[config.mk]
export PLATFORM = sky130hd
export DESIGN_NAME = mult_seq_ctrl
export DESIGN_NICKNAME = d
export VERILOG_FILES = /design/src/rtl/mult_seq_ctrl.sv
export SDC_FILE = /design/constraint.sdc
export NUM_CORES = 1
export LEC_CHECK = 0
export ABC_AREA = 0
export BUFFER_PORTS_ARGS = -buffer_cell sky130_fd_sc_hd__buf_2
export CORE_AREA = 4 4 41 43
export CTS_CLUSTER_SIZE = 28
export DETAILED_ROUTE_END_ITERATION = 8
export DIE_AREA = 0 0 45 47
export PLACE_DENSITY = 0.65
export SYNTH_ARGS = -nofsm -noshare
export SYNTH_HDL_FRONTEND = slang
export SYNTH_SLANG_ARGS = --single-unit
[constraint.sdc]
create_clock -name Clk -period 4.1 [get_ports Clk]
set_input_delay 0.205 -clock Clk [delete_from_list [all_inputs] [get_ports Clk]]
set_output_delay 0.205 -clock Clk [all_outputs]
set_load 0.01 [all_outputs]
[src/rtl/mult_seq_ctrl.sv]
// Step-counted sequencer for a shift-add/subtract multiplier.
// Final multiplier bit subtracts in signed mode so B acts as a two's-complement weight.
module mult_seq_ctrl #(
  parameter int WIDTH = 8
) (
  input  logic                         Clk,
  input  logic                         Reset,
  input  logic                         Run,
  input  logic                         ClearA_LoadB,
  input  logic                         Mode,
  input  logic                         M,
  output logic                         Clr_Ld,
  output logic                         ClearA,
  output logic                         Add,
  output logic                         Sub,
  output logic                         Shift,
  output logic                         Sign_Ext,
  output logic                         Busy,
  output logic                         Done,
  output logic [$clog2(WIDTH+1)-1:0]   Count
);

  localparam int CW = $clog2(WIDTH + 1);
  localparam logic [CW-1:0] LAST = CW'(WIDTH - 1);

  typedef enum logic [1:0] {IDLE, EVAL, SHIFT, HALT} state_t;

  state_t        state_q, state_d;
  logic [CW-1:0] count_q, count_d;
  logic          mode_q, mode_d;

  always_comb begin
    state_d = state_q;
    count_d = count_q;
    mode_d  = mode_q;
    case (state_q)
      IDLE: begin
        if (Run) begin
          mode_d  = Mode;
          count_d = '0;
          state_d = EVAL;
        end
      end
      EVAL: begin
        if (M) begin
          state_d = SHIFT;
        end else begin
          count_d = count_q + CW'(1);
          state_d = (count_q == LAST) ? HALT : EVAL;
        end
      end
      SHIFT: begin
        count_d = count_q + CW'(1);
        state_d = (count_q == LAST) ? HALT : EVAL;
      end
      HALT: begin
        // Run must drop before re-arming, so a held button cannot restart.
        if (!Run) state_d = IDLE;
      end
      default: state_d = IDLE;
    endcase
  end

  always_ff @(posedge Clk) begin
    if (Reset) begin
      state_q <= IDLE;
      count_q <= '0;
      mode_q  <= 1'b0;
    end else begin
      state_q <= state_d;
      count_q <= count_d;
      mode_q  <= mode_d;
    end
  end

  always_comb begin
    Clr_Ld = 1'b0;
    ClearA = 1'b0;
    Add    = 1'b0;
    Sub    = 1'b0;
    Shift  = 1'b0;
    Busy   = 1'b0;
    Done   = 1'b0;
    if (Reset) begin
      ClearA = 1'b1;
    end else begin
      case (state_q)
        IDLE: begin
          if (Run) begin
            ClearA = 1'b1;
          end else begin
            Clr_Ld = ClearA_LoadB;
            ClearA = ClearA_LoadB;
          end
        end
        EVAL: begin
          Busy = 1'b1;
          if (M) begin
            if ((count_q == LAST) && mode_q) Sub = 1'b1;
            else                             Add = 1'b1;
          end else begin
            Shift = 1'b1;
          end
        end
        SHIFT: begin
          Busy  = 1'b1;
          Shift = 1'b1;
        end
        HALT: Done = 1'b1;
        default: ;
      endcase
    end
  end

  assign Sign_Ext = (state_q == IDLE) ? Mode : mode_q;
  assign Count    = count_q;

endmodule
==> results of run 1 <==
-- critical path, stage by stage, from the launching register on --
cell,delay [ps]
dfxtp_1,340
inv_1,90
ha_1,220
and2_1,320
nor3b_1,230
buf_2,160
-- metal layers --
metal  GRT usage (%)  up-vias  part of all wire [%]
met5               0        -                     0
met4            10.5        0                   3.4
met3            2.68        5                   7.9
met2            19.8       32                    42
met1            15.6      222                    47
li1                -      261                     -
-- state kept, by name, indices dropped and copies added (netlist names) --
name	cells
mode_q	1
Count	4
state_q	2
-- stage by stage --
stage	worst slack, ps	total power [mW]	area (sq um)	utilization (%)	hold WS, ps
after global placement	2390	0.123	608	46.7	471
after floorplan	2420	0.112	524	-	352
after CTS	2280	0.189	634	48.8	212
final	2280	0.188	634	48.8	208
after detailed placement	2330	0.124	608	46.7	474
after global routing	2180	0.196	634	48.8	219
-- report_power, final --
group	total [mW]	switching, mW	leakage (nW)	internal [mW]
clock network	0.0655	0.0282	0.0150	0.0373
logic	0.0480	0.0274	0.224	0.0207
registers	0.0747	0.00337	0.0569	0.0713
total	0.188	0.0589	0.296	0.129
-- area by class of cell --
cell class	count	area [sq um]	area share (%)
inverters	7	26.3	4.14
clock buffers	4	26.3	4.14
well taps	15	18.8	2.96
flip-flops and latches	7	140	22.1
repair buffers	17	85.1	13.4
multi-input cells	45	338	53.3
-- synth_stat cells, types with 2 or more instances --
cell / count
ha_1: 5
nand2_1: 5
a2111oi_0: 2
nor2b_1: 3
nand3_1: 3
inv_1: 7
and3_1: 2
dfxtp_1: 7
a21oi_1: 5
o32ai_1: 2
-- placed cells by master (no fill, tap or decap), drive strengths merged --
cell,netlist,routed
a21oi,5,5
nor3b,1,1
dfxtp,7,7
o311ai,1,1
o32ai,2,2
and2,2,2
o21ai,2,2
or4b,1,1
or4,1,1
and3,2,2
or3,1,1
o21a,1,1
a2111oi,2,2
nand3,3,3
o221ai,1,1
o31ai,2,2
a211oi,1,1
ha,5,5
buf,1,17
mux2,1,1
nor2b,4,4
and3b,1,1
nand2,5,5
inv,7,7
clkbuf,2,4
nor3,1,1
-- kinds of logic (layout without fill, tap and decap cells) --
family,count (synthesis),in the layout,synth area share (%)
fa+ha+maj,5,5,11.9
mux,1,1,2.15
compound gates,17,17,23.4
flops,7,7,26.7
simple gates,22,22,27.0
buf+inv,10,28,8.83
-- path summary, 6_finish.rpt --
check             startpoint       end  slack (ps)  depth (start not counted)
setup / recovery  state_q[1]       Sub        2280                          5
hold / removal          Mode    mode_q         210                          3
setup reg to reg  state_q[1]  Count[0]        2330                          5
hold reg to reg       mode_q    mode_q         480                          2
==> results.py, run 1 <==
metrics = {
    "run_status": {
        "outcome": "finished clean",
    },
    "sta": {
        "finalSetupTns_ps": 0,
        "finalSetupViolations": 0,
        "finalCritPeriodShare_pct": 44.4,
        "hold_viol_final": 0,
        "slew_violations": 0,
        "tightest_slew_ps": 626,
        "fin_crit_ps": 1820,
        "fmax_mhz": 550,
        "relSlewSlack_pct": 58.0,
        "finalClockSkew_ps": 4.01,
        "rsz0062_at_grt": "no",
    },
    "cts": {
        "cts_setup_buffers": 0,
        "htreeDepth": 1,
        "clk_latency_ps": 260,
        "tritoncts": "built",
        "postCtsHoldBufs": 0,
        "numCtsBuffers": 3,
        "path_clk_slew_ps": 50,
        "cts.sinks": 7,
        "cts_resized": 0,
        "cts_buffer_depth": 2,
        "root_buffer": "clkbuf_4",
    },
    "synth": {
        "ys_seq_elements": 7,
        "ys_seq_area_share_pct": 26.7,
        "yosysTopAreaCell": "dfxtp_1",
        "syn_area_sq_um": 524,
        "avgSynthCellArea_sq_um": 8.46,
        "synthArstFlopShare_pct": 0,
        "synth_edf_count": 0,
        "synth.distinct_cells": 31,
        "synth_area_leaders": "dfxtp_1 (27%), ha_1 (12%), inv_1 (5.0%), a21oi_1 (4.8%), nand2_1 (3.6%)",
        "syn_nets": 73,
        "yosysTopAreaCellShare_pct": 26.7,
        "ys_warn_count": 0,
        "synthCells": 62,
        "ys.flop_type": "dfxtp_1",
    },
    "pwr": {
        "powerDensity_nw_per_um2": 297,
        "ir_worst_vdd_uv": 156,
        "p_leak_nw": 0.296,
    },
    "detailed_routing": {
        "drt-total-wl_um": 1230,
        "drt_iter0_drc": 20,
        "first_pass_iters": 4,
        "ant_nets": 0,
        "post_drt_wl_per_cell_um": 13.0,
        "drc": 0,
        "via_per_inst": 5.47,
        "routed-via-count": 520,
    },
    "final_layout": {
        "area_growth_pct": 21.0,
        "finalNonFillerCells": 95,
        "insertedDiodeCount": 0,
        "fin_nets": 92,
        "drive_gt1_share_pct": 31.3,
        "fillCellCount": 137,
    },
    "global_route": {
        "antenna_found_initial": 0,
        "grt_max_degree": 13,
        "grt_remaining_overflow": 0,
        "grt_pass1_vias": 462,
        "grtUsageTotal_pct": 12.9,
        "grt_pass1_wl_um": 1950,
    },
    "die": {
        "io_pins": 18,
        "die_h_um": 47,
        "rows": 13,
        "die-area_sq_um": 2120,
        "coreArea_sq_um": 1300,
        "die_w_um": 45,
        "initial_core_util_pct": 40.3,
    },
    "setup_path": {
        "arrival_ps": 1610,
        "required_ps": 3890,
        "critPathMaxFanout": 9,
        "cp-start-kind": "flip-flop",
        "worstSetupPathType": "flip-flop to output port",
        "cp-end-kind": "output port",
    },
    "place": {
        "port-buffer-count": 17,
        "placed_cells": 91,
        "hpwlAfterDp_um": 946,
        "place_congestion": 0.802,
    },
    "job": {
        "drv_cap": 0,
    },
    "min_path": {
        "min_path_type": "input port to flip-flop",
    },
}
Power figures use the tool's default switching activity.
==> run 2: changes to the inputs <==
--- a/config.mk
+++ b/config.mk
@@ -5,13 +5,13 @@
 export SDC_FILE = /design/constraint.sdc
 export NUM_CORES = 1
 export LEC_CHECK = 0
-export ABC_AREA = 0
+export ABC_AREA = 1
 export BUFFER_PORTS_ARGS = -buffer_cell sky130_fd_sc_hd__buf_2
 export CORE_AREA = 4 4 41 43
 export CTS_CLUSTER_SIZE = 28
 export DETAILED_ROUTE_END_ITERATION = 8
 export DIE_AREA = 0 0 45 47
-export PLACE_DENSITY = 0.65
+export PLACE_DENSITY = 0.67
 export SYNTH_ARGS = -nofsm -noshare
 export SYNTH_HDL_FRONTEND = slang
 export SYNTH_SLANG_ARGS = --single-unit
==> constraint.sdc (replaced) <==
create_clock -name Clk -period 1.55 [get_ports Clk]
set_input_delay 0.0775 -clock Clk [delete_from_list [all_inputs] [get_ports Clk]]
set_output_delay 0.0775 -clock Clk [all_outputs]
set_load 0.01 [all_outputs]
==> results.py, run 2 <==
metrics = {
    "global_route": {
        "grtUsageTotal_pct": 13.3,
        "grt_remaining_overflow": 0,
        "antenna_found_initial": 0,
        "grt_max_degree": 9,
        "grt_pass1_wl_um": 1990,
        "grt_pass1_vias": 489,
    },
    "pwr": {
        "power_mw": 0.522,
        "ir_worst_vdd_uv": 385,
        "p_leak_nw": 0.349,
        "powerDensity_nw_per_um2": 789,
    },
    "setup_path": {
        "worstSetupPathType": "flip-flop to output port",
        "arrival_ps": 1400,
        "regToRegSetupSlack_ps": 160,
        "required_ps": 1470,
        "cp-start-kind": "flip-flop",
        "cp-end-kind": "output port",
        "critPathMaxFanout": 4,
    },
    "cts": {
        "htreeDepth": 1,
        "cts.sinks": 7,
        "clk_latency_ps": 250,
        "numCtsBuffers": 3,
        "postCtsHoldBufs": 0,
        "path_clk_slew_ps": 50,
        "cts_buffer_depth": 2,
        "tritoncts": "built",
        "root_buffer": "clkbuf_4",
    },
    "final_layout": {
        "largest_reg_flops": 4,
        "utilization_pct": 50.9,
        "drive_gt1_share_pct": 31.7,
        "insertedDiodeCount": 0,
        "finalNonFillerCells": 116,
        "area_growth_pct": 27.5,
        "fillCellCount": 138,
        "final_cell_mix": "nand2_1 (17), buf_2 (17), inv_1 (13)",
        "fin_nets": 113,
    },
    "sta": {
        "fin_crit_ps": 1480,
        "worst_hold_slack_ps": 110,
        "finalCritPeriodShare_pct": 95.4,
        "tightest_slew_ps": 247,
        "hold_viol_final": 0,
        "finalClockSkew_ps": 3.64,
        "rsz0062_at_grt": "yes",
        "finalSetupViolations": 0,
        "fmax_mhz": 676,
        "slew_violations": 0,
        "finalSetupTns_ps": 0,
        "relSlewSlack_pct": 83.4,
    },
    "place": {
        "hpwlAfterDp_um": 974,
        "placed_cells": 112,
        "port-buffer-count": 17,
        "place_congestion": 0.755,
    },
    "detailed_routing": {
        "post_drt_wl_per_cell_um": 10.6,
        "via_per_inst": 4.76,
        "routed-via-count": 552,
        "drt_iter0_drc": 12,
        "drc": 0,
        "drt-total-wl_um": 1230,
        "first_pass_iters": 4,
        "ant_nets": 0,
    },
    "synth": {
        "yosysTopAreaCellShare_pct": 27.0,
        "synthCells": 81,
        "yosysTopAreaCell": "dfxtp_1",
        "syn_area_sq_um": 519,
        "synthArstFlopShare_pct": 0,
        "ys_seq_area_share_pct": 27.0,
        "synth_edf_count": 0,
        "synthTopCellsByCount": "nand2_1 (17), inv_1 (14), nor2_1 (11)",
        "synth_area_leaders": "dfxtp_1 (27%), nand2_1 (12%), ha_1 (12%), inv_1 (10%), nor2_1 (8.0%)",
        "syn_nets": 92,
        "synth.most_common_cell": "nand2_1",
        "ys.flop_type": "dfxtp_1",
        "ys_warn_count": 0,
        "ys_seq_elements": 7,
        "synth.distinct_cells": 19,
        "avgSynthCellArea_sq_um": 6.41,
    },
    "die": {
        "die-area_sq_um": 2120,
        "initial_core_util_pct": 39.9,
        "die_h_um": 47,
        "die_w_um": 45,
        "rows": 13,
        "coreArea_sq_um": 1300,
        "io_pins": 18,
    },
    "run_status": {
        "outcome": "finished clean",
    },
    "min_path": {
        "min_path_type": "input port to flip-flop",
    },
    "job": {
        "drv_cap": 0,
    },
}
[run 2: final timing paths]
check / start / end / cells past startpoint
min reg2reg: mode_q / mode_q / 2
max: state_q[1] / Busy / 5
max reg2reg: state_q[1] / Count[0] / 8
min: Reset / state_q[1] / 2
[run 2: cell type report]
cell class	instances	area [sq um]	area share, %
Sequential cell	7	140	21.2
Multi-Input combinational cell	57	332	50.1
Timing Repair Buffer	17	85.1	12.9
Inverter	16	60.1	9.07
Tap cell	15	18.8	2.84
Clock buffer	4	26.3	3.97
[run 2: timing repair]
action	CTS	global route
setup buffers	0	0
endpoints found under the setup margin	0	5
resized for setup	0	6
[run 2: layer usage]
layer | vias up | share of wire (%) | wire (um) | GRT usage, %
met5 | - | 0 | 0 | 0
met4 | 0 | 0.73 | 9 | 5.26
met3 | 2 | 5.9 | 72 | 5.75
met2 | 12 | 49 | 606 | 22.3
met1 | 240 | 44 | 539 | 14.8
li1 | 298 | - | - | -
[run 2: kinds of logic after synthesis]
group,share of synthesized area [%]
DFF,27.0
adders and majority gates,12.0
and+or+nand+nor,35.4
buffers and inverters,12.5
AOI/OAI and AO/OA,13.0
[run 2: per-stage QoR]
| stage | area [sq um] | setup WS [ps] |
|---|---|---|
| 2_1_floorplan | 519 | 282 |
| 3_3_place_gp | 618 | 130 |
| 3_5_place_dp | 618 | 131 |
| 4_1_cts | 644 | 35.0 |
| 5_1_grt | 662 | -10.9 |
| 6_report | 662 | 70.8 |
[run 2: worst max-delay path, stage by stage (launching register included)]
cell     delay [ps]
dfxtp_1         390
inv_2            60
ha_2            340
inv_1            70
nor2_2          130
buf_2           150
[run 2: report_power, final]
part	switching (mW)	leakage, nW	internal (mW)
Combinational	0.0962	0.277	0.0561
Sequential	0.0101	0.0572	0.192
Clock	0.0700	0.0150	0.0984
Total	0.176	0.349	0.346
